## src/rtl/led_controller.sv

```systemverilog
// LED driver with DATA/MODE/PERIOD/DUTY registers, prescaled blink and 8-bit PWM gating.
// readData has 1 clk read latency; led pins have 1 clk from lit; no backpressure.
module led_controller #(
  parameter int NUM_LEDS   = 4,
  parameter int PRESCALE   = 1000,
  parameter int ACTIVE_LOW = 1
) (
  input  logic                clk,
  input  logic                reset,
  input  logic                writeEnable,
  input  logic                readEnable,
  input  logic [1:0]          addr,
  input  logic [7:0]          writeData,
  output logic [7:0]          readData,
  output logic [NUM_LEDS-1:0] led
);

  localparam int                PW      = $clog2(PRESCALE);
  localparam logic [PW-1:0]     PRE_MAX = PW'(PRESCALE - 1);
  localparam logic [NUM_LEDS-1:0] DARK  = (ACTIVE_LOW != 0) ? '1 : '0;

  logic [NUM_LEDS-1:0] r_data;
  logic [NUM_LEDS-1:0] r_mode;
  logic [7:0]          r_period;
  logic [7:0]          r_duty;
  logic [PW-1:0]       r_pre;
  logic [7:0]          r_blink;
  logic                r_phase;
  logic [7:0]          r_pwm;
  logic [7:0]          r_read_data;
  logic [NUM_LEDS-1:0] r_led;

  logic                w_tick;
  logic                w_per_wr;
  logic [7:0]          w_blink_nxt;
  logic                w_pwm_on;
  logic [NUM_LEDS-1:0] w_lit;
  logic [7:0]          w_rd_mux;

  assign w_tick      = (r_pre == PRE_MAX);
  assign w_per_wr    = writeEnable && (addr == 2'd2);
  assign w_blink_nxt = r_blink + 8'd1;
  assign w_pwm_on    = (r_duty == 8'hFF) || (r_pwm < r_duty);
  assign w_lit       = r_data & (~r_mode | {NUM_LEDS{r_phase}}) & {NUM_LEDS{w_pwm_on}};

  always_comb begin
    w_rd_mux = 8'h00;
    case (addr)
      2'd0:    w_rd_mux = 8'(r_data);
      2'd1:    w_rd_mux = 8'(r_mode);
      2'd2:    w_rd_mux = r_period;
      default: w_rd_mux = r_duty;
    endcase
  end

  always_ff @(posedge clk or negedge reset) begin
    if (!reset) begin
      r_data   <= '0;
      r_mode   <= '0;
      r_period <= 8'h00;
      r_duty   <= 8'hFF;
    end else if (writeEnable) begin
      case (addr)
        2'd0:    r_data   <= writeData[NUM_LEDS-1:0];
        2'd1:    r_mode   <= writeData[NUM_LEDS-1:0];
        2'd2:    r_period <= writeData;
        default: r_duty   <= writeData;
      endcase
    end
  end

  always_ff @(posedge clk or negedge reset) begin
    if (!reset) begin
      r_pre <= '0;
    end else begin
      r_pre <= w_tick ? '0 : r_pre + PW'(1);
    end
  end

  // A PERIOD write restarts the blink in the lit half, overriding any tick.
  always_ff @(posedge clk or negedge reset) begin
    if (!reset) begin
      r_blink <= 8'h00;
      r_phase <= 1'b1;
    end else if (w_per_wr || (r_period == 8'h00)) begin
      r_blink <= 8'h00;
      r_phase <= 1'b1;
    end else if (w_tick) begin
      if (w_blink_nxt == r_period) begin
        r_blink <= 8'h00;
        r_phase <= ~r_phase;
      end else begin
        r_blink <= w_blink_nxt;
      end
    end
  end

  always_ff @(posedge clk or negedge reset) begin
    if (!reset) begin
      r_pwm       <= 8'h00;
      r_read_data <= 8'h00;
      r_led       <= DARK;
    end else begin
      r_pwm <= r_pwm + 8'd1;
      r_led <= w_lit ^ {NUM_LEDS{ACTIVE_LOW != 0}};
      if (readEnable) begin
        r_read_data <= w_rd_mux;
      end
    end
  end

  assign readData = r_read_data;
  assign led      = r_led;

endmodule

```

## config.mk

```make
export PLATFORM = sky130hd
export DESIGN_NAME = led_controller
export DESIGN_NICKNAME = d
export VERILOG_FILES = /design/src/rtl/led_controller.sv
export SDC_FILE = /design/constraint.sdc
export NUM_CORES = 1
export LEC_CHECK = 0
export ABC_CLOCK_PERIOD_IN_PS = 2410
export BUFFER_PORTS_ARGS = -buffer_cell sky130_fd_sc_hd__buf_4
export CAP_MARGIN = 20
export CORE_MARGIN = 1.5
export CORE_UTILIZATION = 54
export CTS_CLUSTER_DIAMETER = 60
export DETAILED_ROUTE_END_ITERATION = 10
export PLACE_DENSITY_LB_ADDON = 0.3
export SKIP_LAST_GASP = 1
export SLEW_MARGIN = 20
export SYNTH_ARGS = -nofsm -noshare
export SYNTH_HDL_FRONTEND = slang
export SYNTH_SLANG_ARGS = --single-unit
```

## constraint.sdc

```tcl
create_clock -name clk -period 2.41 [get_ports clk]
set_clock_uncertainty 0.2 [all_clocks]
set_input_delay 0.241 -clock clk [delete_from_list [all_inputs] [get_ports clk]]
set_output_delay 0.241 -clock clk [all_outputs]
set_load 0.02 [all_outputs]
```

==> run_results.csv, run 1 <==
group,metric,value,unit
drt,detail_route.wl_per_cell,15.4,um
clock_network,cts_resized,0,
drt,drt-initial-drc-count,91,
synth,ys_types,47,
worst_setup_path,arrival,2380,ps
drt,totalWireLength,6070,um
global_route,antenna_found_initial,0,
floorplan,start_util,56.6,%
synth,seq_area_frac_synth,50.5,%
timing,setup_violations,0,
layout,drive_gt1_share,28.8,%
global_route,grt_max_degree,64,
timing,hold_viol,0,
synth,synth_area_leaders,"dfrtp_1 40%, dfstp_2 11%, mux2_2 10%",
worst_setup_path,endpoint_kind,"register",
layout,insertedDiodeCount,0,
worst_setup_path,worstPathRequired,2480,ps
clock_network,cts-root-buf,"clkbuf_8",
timing,report.final.slew_viol_count,0,
floorplan,fp-row-count,27,
power,power.share.clock,32.4,%
worst_setup_path,start_kind,"register",
floorplan,core_area,5570,um^2
timing,max_freq,0.434,GHz
placed_design,gp_congestion,0.840,
power,swShare,27.3,%
power,comb_power_share,18.1,%
floorplan,die_area,6310,um^2
synth,syn_area,3160,um^2
layout,n_fill_cell,463,
clock_network,cts_max_level,3,
clock_network,clock-sinks,63,
power,net-switching-power,0.731,mW
layout,multi_input_area,1460,um^2
power,ir_drop,464,uV
floorplan,fp.dieW,79.5,um
run,drv_cap,0,
synth,netlist_instances,273,
placed_design,io_buffer_count,25,
worst_setup_path,worstSetupPathType,"reg2reg",
power,internal-power,1.94,mW
synth,synth-seq-cells,63,
synth,yosys_warnings,0,
global_route,grt_pass1_vias,2190,
timing,fin_setup_tns,0,ps
clock_network,cts_tree,"yes",
clock_network,clk_latency,340,ps
power,seqPwrFrac,49.5,%
synth,synth_area_leader_cell,"dfrtp_1",
synth,synth_top_area_share,39.6,%
placed_design,dp_hpwl,4260,um
synth,syn_avg_cell_area,11.6,um^2
synth,synth_nets,297,
clock_network,ctsLongestPathBuffers,2,
drt,postRouteAntennaNets,0,
layout,syn2layout_area_growth,18.0,%
drt,viasPerCell,5.54,
layout,postLayoutCoreUtil,66.8,%
global_route,grt_pass1_wl,10400,um
global_route,overflow,0,
clock_network,clk_pin_slew,70,ps
layout,final_net_count,342,
hold_path,hp-class,"in2reg",
drt,drt_pass1_iterations,4,
drt,drc,0,
timing,rsz0062_at_grt,"no",
floorplan,pin_count,26,
floorplan,die_height,79.5,um
outcome,outcome,"finished clean",
clock_network,cts_buffers,9,
global_route,grt.total_usage,21.9,%
timing,finalCritPeriodShare,95.7,%
timing,period_needed,2310,ps
layout,seq_area,1590,um^2
timing,tightest_slew,777,ps
power,p_per_area,718,nW/um^2
worst_setup_path,cp_max_fo,9,
timing,hold_slack,109,ps
drt,vias,2188,
power,cellLeakagePower,1.65,nW
timing,slew-limit-headroom,48.2,%
==> power groups by stage <==
stage,clock (mW),sequential [mW],combinational [mW]
after floorplan,0,1.36,0.245
after global placement,0,1.33,0.462
after detailed placement,0,1.34,0.474
after CTS,0.881,1.32,0.489
after global routing,0.934,1.34,0.532
final,0.867,1.32,0.484
==> registers in the layout, summed over array words and instances (netlist names) <==
name,count
led,4
r_blink,8
r_data,4
r_duty,8
r_mode,4
r_period,8
r_phase,1
r_pre,10
r_pwm,8
readData,8
==> synthesized netlist by cell type, drive strengths merged <==
library cell / n
a211oi: 1
or3: 2
nor3b: 3
ha: 10
nor4: 3
mux4: 4
mux2i: 4
and2: 3
nand4b: 3
xor2: 11
o31a: 1
o21a: 1
xnor2: 15
a221oi: 1
nand2b: 3
o2111ai: 1
o22ai: 4
nand3b: 2
and4b: 1
o211ai: 2
and3: 4
nor3: 2
dfstp: 13
or4: 2
mux2: 28
clkbuf: 4
nand3: 12
a21o: 1
nand4: 5
a211o: 1
nand2: 15
o21ai: 10
and4: 1
a21boi: 2
nor2: 19
inv: 18
o31ai: 3
buf: 3
dfrtp: 50
a21oi: 4
nor2b: 1
==> area by class of cell <==
type	count	share of cell area, %
flip-flops and latches	63	42.8
well taps	72	2.42
inverters	18	1.81
multi-input cells	185	39.2
repair buffers	41	8.94
clock inverters	4	1.28
clock buffers	12	3.63
==> per-layer routing <==
metal | share of wire, % | wire [um] | vias to the layer above | global-route usage, %
li1 | - | - | 1057 | -
met2 | 47 | 2840 | 41 | 33.5
met3 | 3.6 | 218 | 14 | 4.23
met1 | 48 | 2880 | 1076 | 29.7
met5 | 0 | 0 | - | 0
met4 | 2.2 | 131 | 0 | 11.1
==> critical path: stages (launching register included) <==
cell and delay [ps]:
dfrtp_1 430, nand3_2 210, o31a_1 280, or4_4 550, or4_1 470, nand3_1 90
==> cell usage in the layout (no fill, tap or decap), types with 2 or more instances in the layout <==
cell	instances
dlygate4sd3_1	10
mux4_2	4
nor3_1	2
nand2b_1	3
clkbuf_8	9
o31ai_1	2
xor2_1	11
nand4_1	4
nor3b_1	3
nand3_1	11
a21boi_0	2
clkinv_2	2
nand2_1	15
clkbuf_1	3
nor2_1	19
a21oi_1	4
and3_1	4
and2_1	3
xnor2_1	15
o21ai_0	10
mux2_2	28
inv_1	18
o22ai_1	4
nor4_1	3
dfstp_2	13
dfrtp_1	50
ha_1	10
buf_4	31
nand4b_1	3
or3_1	2
mux2i_1	4
nand3b_1	2
o211ai_1	2
==> metrics by stage <==
stage / std cells / total power, mW / cell area [um^2] / worst slack [ps]
finish: 395 / 2.67 / 3720 / 104
global route: 395 / 2.80 / 3720 / 16.3
CTS: 395 / 2.69 / 3720 / 102
detailed placement: 369 / 1.81 / 3440 / 123
global placement: 369 / 1.80 / 3440 / 160
floorplan: 273 / 1.61 / 3160 / 162
==> path summary, 6_finish.rpt <==
| path | cells after the start | startpoint | end | slack [ps] |
|---|---|---|---|---|
| max | 5 | r_blink[0] | r_phase | 100 |
| min | 3 | addr[1] | readData[7] | 110 |
| max reg2reg | 5 | r_blink[0] | r_phase | 100 |
| min reg2reg | 1 | r_data[3] | led[3] | 280 |
| max in group asynchronous | 2 | reset | r_blink[3] | 1160 |
| min in group asynchronous | 2 | reset | r_pre[4] | 320 |
==> cells by family (layout without fill, tap and decap cells) <==
logic type      after synthesis  after routing  synth area share [%]
compound gates               32             32                  6.66
xor+xnor                     26             26                  7.21
fa+ha+maj                    10             10                  3.96
buf+inv                      25             75                  3.33
flops                        63             63                  50.5
mux                          36             36                  14.1
simple gates                 81             81                  14.3
==> what timing repair did <==
item | CTS | global route
buffers inserted | 0 | 0
hold endpoints to repair | 78 | 0
hold buffers | 10 | 0
Note: power is estimated with default switching activity, not from simulation.
==> run 2: changes to the inputs <==
- CORE_MARGIN: 1.5 -> 2
- CTS_BUF_LIST: unset -> sky130_fd_sc_hd__clkbuf_16
==> run 2 against run 1 <==
Sequential power hardly changed. Combinational power increased by 3%. Cell count is 0.25% higher. Critical path depth up 1. First-iteration DRC count increased by 16%. Worst hold slack improved by 70 ps. Sequential cell count unchanged. Non-clock buffer count grew 1. Clock power up 57%. Fmax is 0.33% higher. Total power rose by 19%.
==> run_results.csv, run 2 (same netlist as run 1, synthesis figures left out) <==
group,metric,value,unit
layout,final_net_count,343,
drt,totalWireLength,6640,um
layout,syn2layout_area_growth,22.4,%
power,net-switching-power,0.811,mW
clock_network,cts-root-buf,"clkbuf_16",
timing,hold_viol,0,
drt,postRouteAntennaNets,0,
power,cellLeakagePower,1.72,nW
worst_setup_path,rr_worst_depth,6,
worst_setup_path,worstSetupPathType,"reg2reg",
global_route,grt_pass1_vias,2215,
placed_design,gp_congestion,0.858,
hold_path,hold_end,"readData[7]",
worst_setup_path,arrival,2360,ps
worst_setup_path,worstPathCellList,"nand4_4, nor2_1, o31a_1, or4_4, or4_1, nand3_1",
worst_setup_path,endpoint_kind,"register",
power,power.share.clock,42.7,%
drt,detail_route.wl_per_cell,16.8,um
global_route,grt_max_degree,64,
timing,rsz0062_at_grt,"no",
power,swShare,25.5,%
worst_setup_path,r2r_start,"r_blink[3]",
clock_network,post_cts_buffers,0,
floorplan,die_height,80.5,um
worst_setup_path,worstPathRequired,2470,ps
drt,drt_pass1_iterations,4,
global_route,grt.total_usage,23.3,%
clock_network,clk_latency,320,ps
timing,slew-limit-headroom,48.4,%
drt,vias,2246,
worst_setup_path,start_kind,"register",
timing,finalCritPeriodShare,95.4,%
worst_setup_path,rr_endpoint,"r_phase",
hold_path,hp-start,"addr[1]",
worst_setup_path,cp_max_fo,4,
power,seqPwrFrac,41.6,%
worst_setup_path,path_delay_family,"simple AND/OR/NAND/NOR gates",
timing,report.final.slew_viol_count,0,
worst_setup_path,crit_path_max_incr_delay,550,ps
layout,drive_gt1_share,29.6,%
floorplan,pin_count,26,
clock_network,cts_resized,0,
layout,largest_register_ffs,10,
power,p_per_area,823,nW/um^2
clock_network,ctsLongestPathBuffers,2,
clock_network,cts_buffers,9,
placed_design,dp_hpwl,4340,um
global_route,grt_pass1_wl,11100,um
clock_network,clk_pin_slew,50,ps
timing,fin_setup_tns,0,ps
timing,setup_violations,0,
global_route,overflow,0,
floorplan,die_area,6470,um^2
drt,drt-initial-drc-count,106,
hold_path,hold-path-cell-count,3,
global_route,antenna_found_initial,0,
hold_path,hp-class,"in2reg",
clock_network,cts_max_level,3,
layout,insertedDiodeCount,0,
placed_design,pre_cts_slack,121,ps
clock_network,hold_buffers,10,
worst_setup_path,slowest_stage,"or4_4",
worst_setup_path,critPathBufInv,0,
layout,postLayoutCoreUtil,69.3,%
floorplan,fp.dieW,80.5,um
power,ir_drop,658,uV
placed_design,io_buffer_count,25,
clock_network,cts_tree,"yes",
layout,final_common_cell,"dfrtp_1",
timing,fin_ws,111,ps
outcome,outcome,"finished clean",
timing,period_needed,2300,ps
layout,largest_register,"r_pre",
timing,tightest_slew,775,ps
drt,viasPerCell,5.67,
clock_network,clock-sinks,63,
floorplan,start_util,56.6,%
power,comb_power_share,15.7,%
layout,layout_common_cells,"50 x dfrtp_1, 32 x buf_4, 28 x mux2_2, 19 x nor2_1, 18 x inv_1",
floorplan,fp-row-count,27,
run,drv_cap,0,
worst_setup_path,r2r_slack,110,ps
drt,drc,0,
timing,max_freq,0.435,GHz
floorplan,core_area,5570,um^2
power,internal-power,2.37,mW
==> run 2: changes by cell type in the layout (fill, tap and decap cells not counted) <==
cell,before,now
buf_4,31,32
clkinv_4,0,1
bufinv_16,1,2
clkinv_1,0,1
clkbuf_16,0,9
clkinv_2,2,3
clkbuf_1,3,0
clkbuf_8,9,0
clkinvlp_4,1,0
==> run 2: through the flow <==
step	hold slack (ps)	total power, mW	cells	instance area, um^2
2_1_floorplan	-255	1.61	273	3160
3_3_place_gp	165	1.80	370	3450
3_5_place_dp	170	1.82	370	3450
4_1_cts	167	3.20	396	3860
5_1_grt	177	3.32	396	3860
6_report	179	3.18	396	3860
==> run 2: worst reg2reg max path, stage by stage (launching register included) <==
cell and delay [ps]:
dfrtp_1 440, nand4_4 140, nor2_1 60, o31a_1 270
or4_4 550, or4_1 480, nand3_1 90
==> run 2: per-layer routing <==
metal | GRT usage, % | up-vias | wire, um
met5 | 0 | - | 0
met4 | 12.5 | 0 | 140
met3 | 4.27 | 12 | 231
met2 | 35.7 | 64 | 3160
met1 | 31.5 | 1108 | 3100
li1 | - | 1062 | -
==> run 2: cell type report <==
type	count	area [um^2]
Inverter	18	67.6
Clock buffer	9	225
Clock inverter	7	87.6
Tap cell	72	90.1
Multi-Input combinational cell	185	1460
Fill cell	393	1710
Sequential cell	63	1590
Timing Repair Buffer	42	340
==> run 2: how the worst max path moves through the flow <==
stage | start | to | slack [ps] | cells after the start
floorplan | r_blink[3] | r_phase | 160 | 7
global route | r_blink[0] | r_phase | 5 | 5
detailed placement | r_blink[0] | r_phase | 120 | 5
CTS | r_blink[0] | r_phase | 100 | 5
global placement | r_blink[0] | r_phase | 160 | 5
finish | r_blink[3] | r_phase | 110 | 6
==> run 2: power groups by stage <==
stage | logic (mW) | clock network [mW] | registers (mW)
finish | 0.498 | 1.36 | 1.32
CTS | 0.501 | 1.38 | 1.32
global placement | 0.465 | 0 | 1.33
global route | 0.543 | 1.44 | 1.34
detailed placement | 0.479 | 0 | 1.34
floorplan | 0.245 | 0 | 1.36
==> run 3: changes to the inputs <==
- ABC_CLOCK_PERIOD_IN_PS: 2410 -> 2350
- CORE_UTILIZATION: 54 -> 59
- clock period: 2.41 -> 2.35 ns (I/O delays scaled with it)
==> run 3 against run 2 <==
Count of clock-buffer cells in the layout is the same. Core utilization grew 6.2 points. Critical path depth is the same. Highest routed layer unchanged.
==> run_results.csv, run 3 (same netlist as run 1, synthesis figures left out) <==
group,metric,value,unit
floorplan,start_util,61.4,%
power,p_per_area,812,nW/um^2
timing,finalCritPeriodShare,96.3,%
worst_setup_path,endpoint_kind,"register",
floorplan,die_area,5950,um^2
layout,largest_register_ffs,10,
clock_network,clk_pin_slew,50,ps
layout,insertedDiodeCount,0,
timing,report.final.slew_viol_count,0,
power,ir_drop,499,uV
worst_setup_path,worstPathCellList,"nand4_4, nor2_1, o31a_1, or4_4, or4_1, nand3_1",
clock_network,clock-sinks,63,
worst_setup_path,start_kind,"register",
layout,syn2layout_area_growth,22.9,%
timing,slew-limit-headroom,48.5,%
drt,drc,0,
worst_setup_path,arrival,2320,ps
layout,final_common_cell,"dfrtp_1",
drt,viasPerCell,5.67,
worst_setup_path,cp_max_fo,4,
layout,layout_common_cells,"47 x dfrtp_1, 37 x buf_4, 28 x mux2_2, 19 x nor2_1, 18 x inv_1",
worst_setup_path,crit_path_max_incr_delay,550,ps
layout,final_net_count,348,
worst_setup_path,crit_path_start,"r_blink[3]",
worst_setup_path,slowest_stage,"or4_4",
global_route,grt.total_usage,24.6,%
placed_design,io_buffer_count,25,
layout,layoutNonFillerInstCount,399,
floorplan,fp.dieW,77.1,um
hold_path,hp-start,"addr[1]",
timing,period_needed,2260,ps
hold_path,hp-class,"in2reg",
worst_setup_path,worstPathRequired,2410,ps
layout,design_area,3880,um^2
drt,drt-initial-drc-count,175,
global_route,grt_pass1_vias,2284,
placed_design,dp_hpwl,4260,um
clock_network,cts_buffers,9,
worst_setup_path,r2r_start,"r_blink[3]",
floorplan,fp-row-count,26,
drt,drt_pass1_iterations,4,
global_route,grt_max_degree,64,
drt,totalWireLength,6570,um
power,comb_power_share,16.0,%
power,power.share.clock,40.6,%
power,seqPwrFrac,43.4,%
floorplan,die_height,77.1,um
timing,hold_viol,0,
layout,drive_gt1_share,31.9,%
drt,detail_route.wl_per_cell,16.5,um
layout,n_fill_cell,348,
timing,tightest_slew,772,ps
global_route,grt_pass1_wl,11200,um
power,cellLeakagePower,1.74,nW
power,internal-power,2.32,mW
outcome,outcome,"finished clean",
clock_network,cts_tree,"yes",
clock_network,cts-root-buf,"clkbuf_16",
global_route,antenna_found_initial,0,
floorplan,core_area,5140,um^2
clock_network,cts_max_level,3,
placed_design,placed_cells,369,
run,drv_cap,0,
clock_network,clk_latency,330,ps
timing,setup_violations,0,
global_route,overflow,0,
floorplan,pin_count,26,
clock_network,ctsLongestPathBuffers,2,
layout,largest_register,"r_pre",
timing,max_freq,0.442,GHz
drt,postRouteAntennaNets,0,
drt,vias,2262,
power,net-switching-power,0.830,mW
placed_design,place_area,3450,um^2
placed_design,gp_congestion,0.844,
power,swShare,26.4,%
worst_setup_path,worstSetupPathType,"reg2reg",
-- run 3: changes by cell type in the layout (fill, tap and decap cells not counted), sizes merged --
cell,delta
inv,+1
bufinv,-1
buf,+5
-- run 3: area by class of cell --
class                      count  area (um^2)  share of cell area, %
clock buffer                   9          225                   5.80
clock inverter                 7         62.6                   1.61
inverter                      18         67.6                   1.74
timing repair buffer          47          378                   9.74
tap                           70         87.6                   2.26
multi-input combinational    185         1460                   37.7
sequential                    63         1600                   41.1
-- run 3: critical path: cells and delay by family, from the launching register on --
family / cells / cell delay (ps)
DFF: 1 / 440
AOI/OAI and AO/OA: 1 / 270
and+or+nand+nor: 5 / 1300
-- run 3: worst paths after layout --
path,end,slack [ps],cells past startpoint
min in group asynchronous,r_pre[8],320,2
hold reg to reg,r_pre[4],270,1
hold / removal,readData[7],100,3
setup reg to reg,r_phase,90,6
max in group asynchronous,r_blink[3],1070,2
setup / recovery,r_phase,90,6
-- run 3: repair_timing --
item,in CTS,in global routing
setup endpoints to repair,0,7
hold buffers,10,0
setup buffers,0,4
endpoints found under the hold margin,78,0
resized for setup,0,4
-- run 3: per-layer routing --
| layer | vias to the layer above | track usage, % | part of all wire [%] | wire length (um) |
|---|---|---|---|---|
| met5 | - | 0 | 0 | 0 |
| met4 | 0 | 14.1 | 2.5 | 166 |
| met3 | 14 | 4.12 | 3.8 | 248 |
| met2 | 62 | 38.2 | 49 | 3190 |
| met1 | 1111 | 32.7 | 45 | 2970 |
| li1 | 1075 | - | - | - |
-- run 3: per-stage QoR --
step	total power, mW	hold WS, ps	setup slack (ps)	setup TNS, ps	util [%]
6_report	3.15	99.8	86.3	0	75.5
3_3_place_gp	1.84	159	108	0	67.2
2_1_floorplan	1.65	-261	102	0	-
5_1_grt	3.27	134	-1.95	-1.95	75.5
4_1_cts	3.16	91.4	48.5	0	74.8
3_5_place_dp	1.86	158	71.6	0	67.2
-- run 3: power by group through the flow --
stage | Sequential, mW | Clock [mW] | Combinational (mW)
floorplan | 1.40 | 0 | 0.251
CTS | 1.36 | 1.30 | 0.505
global placement | 1.37 | 0 | 0.473
finish | 1.37 | 1.28 | 0.504
global route | 1.38 | 1.34 | 0.551
detailed placement | 1.37 | 0 | 0.483
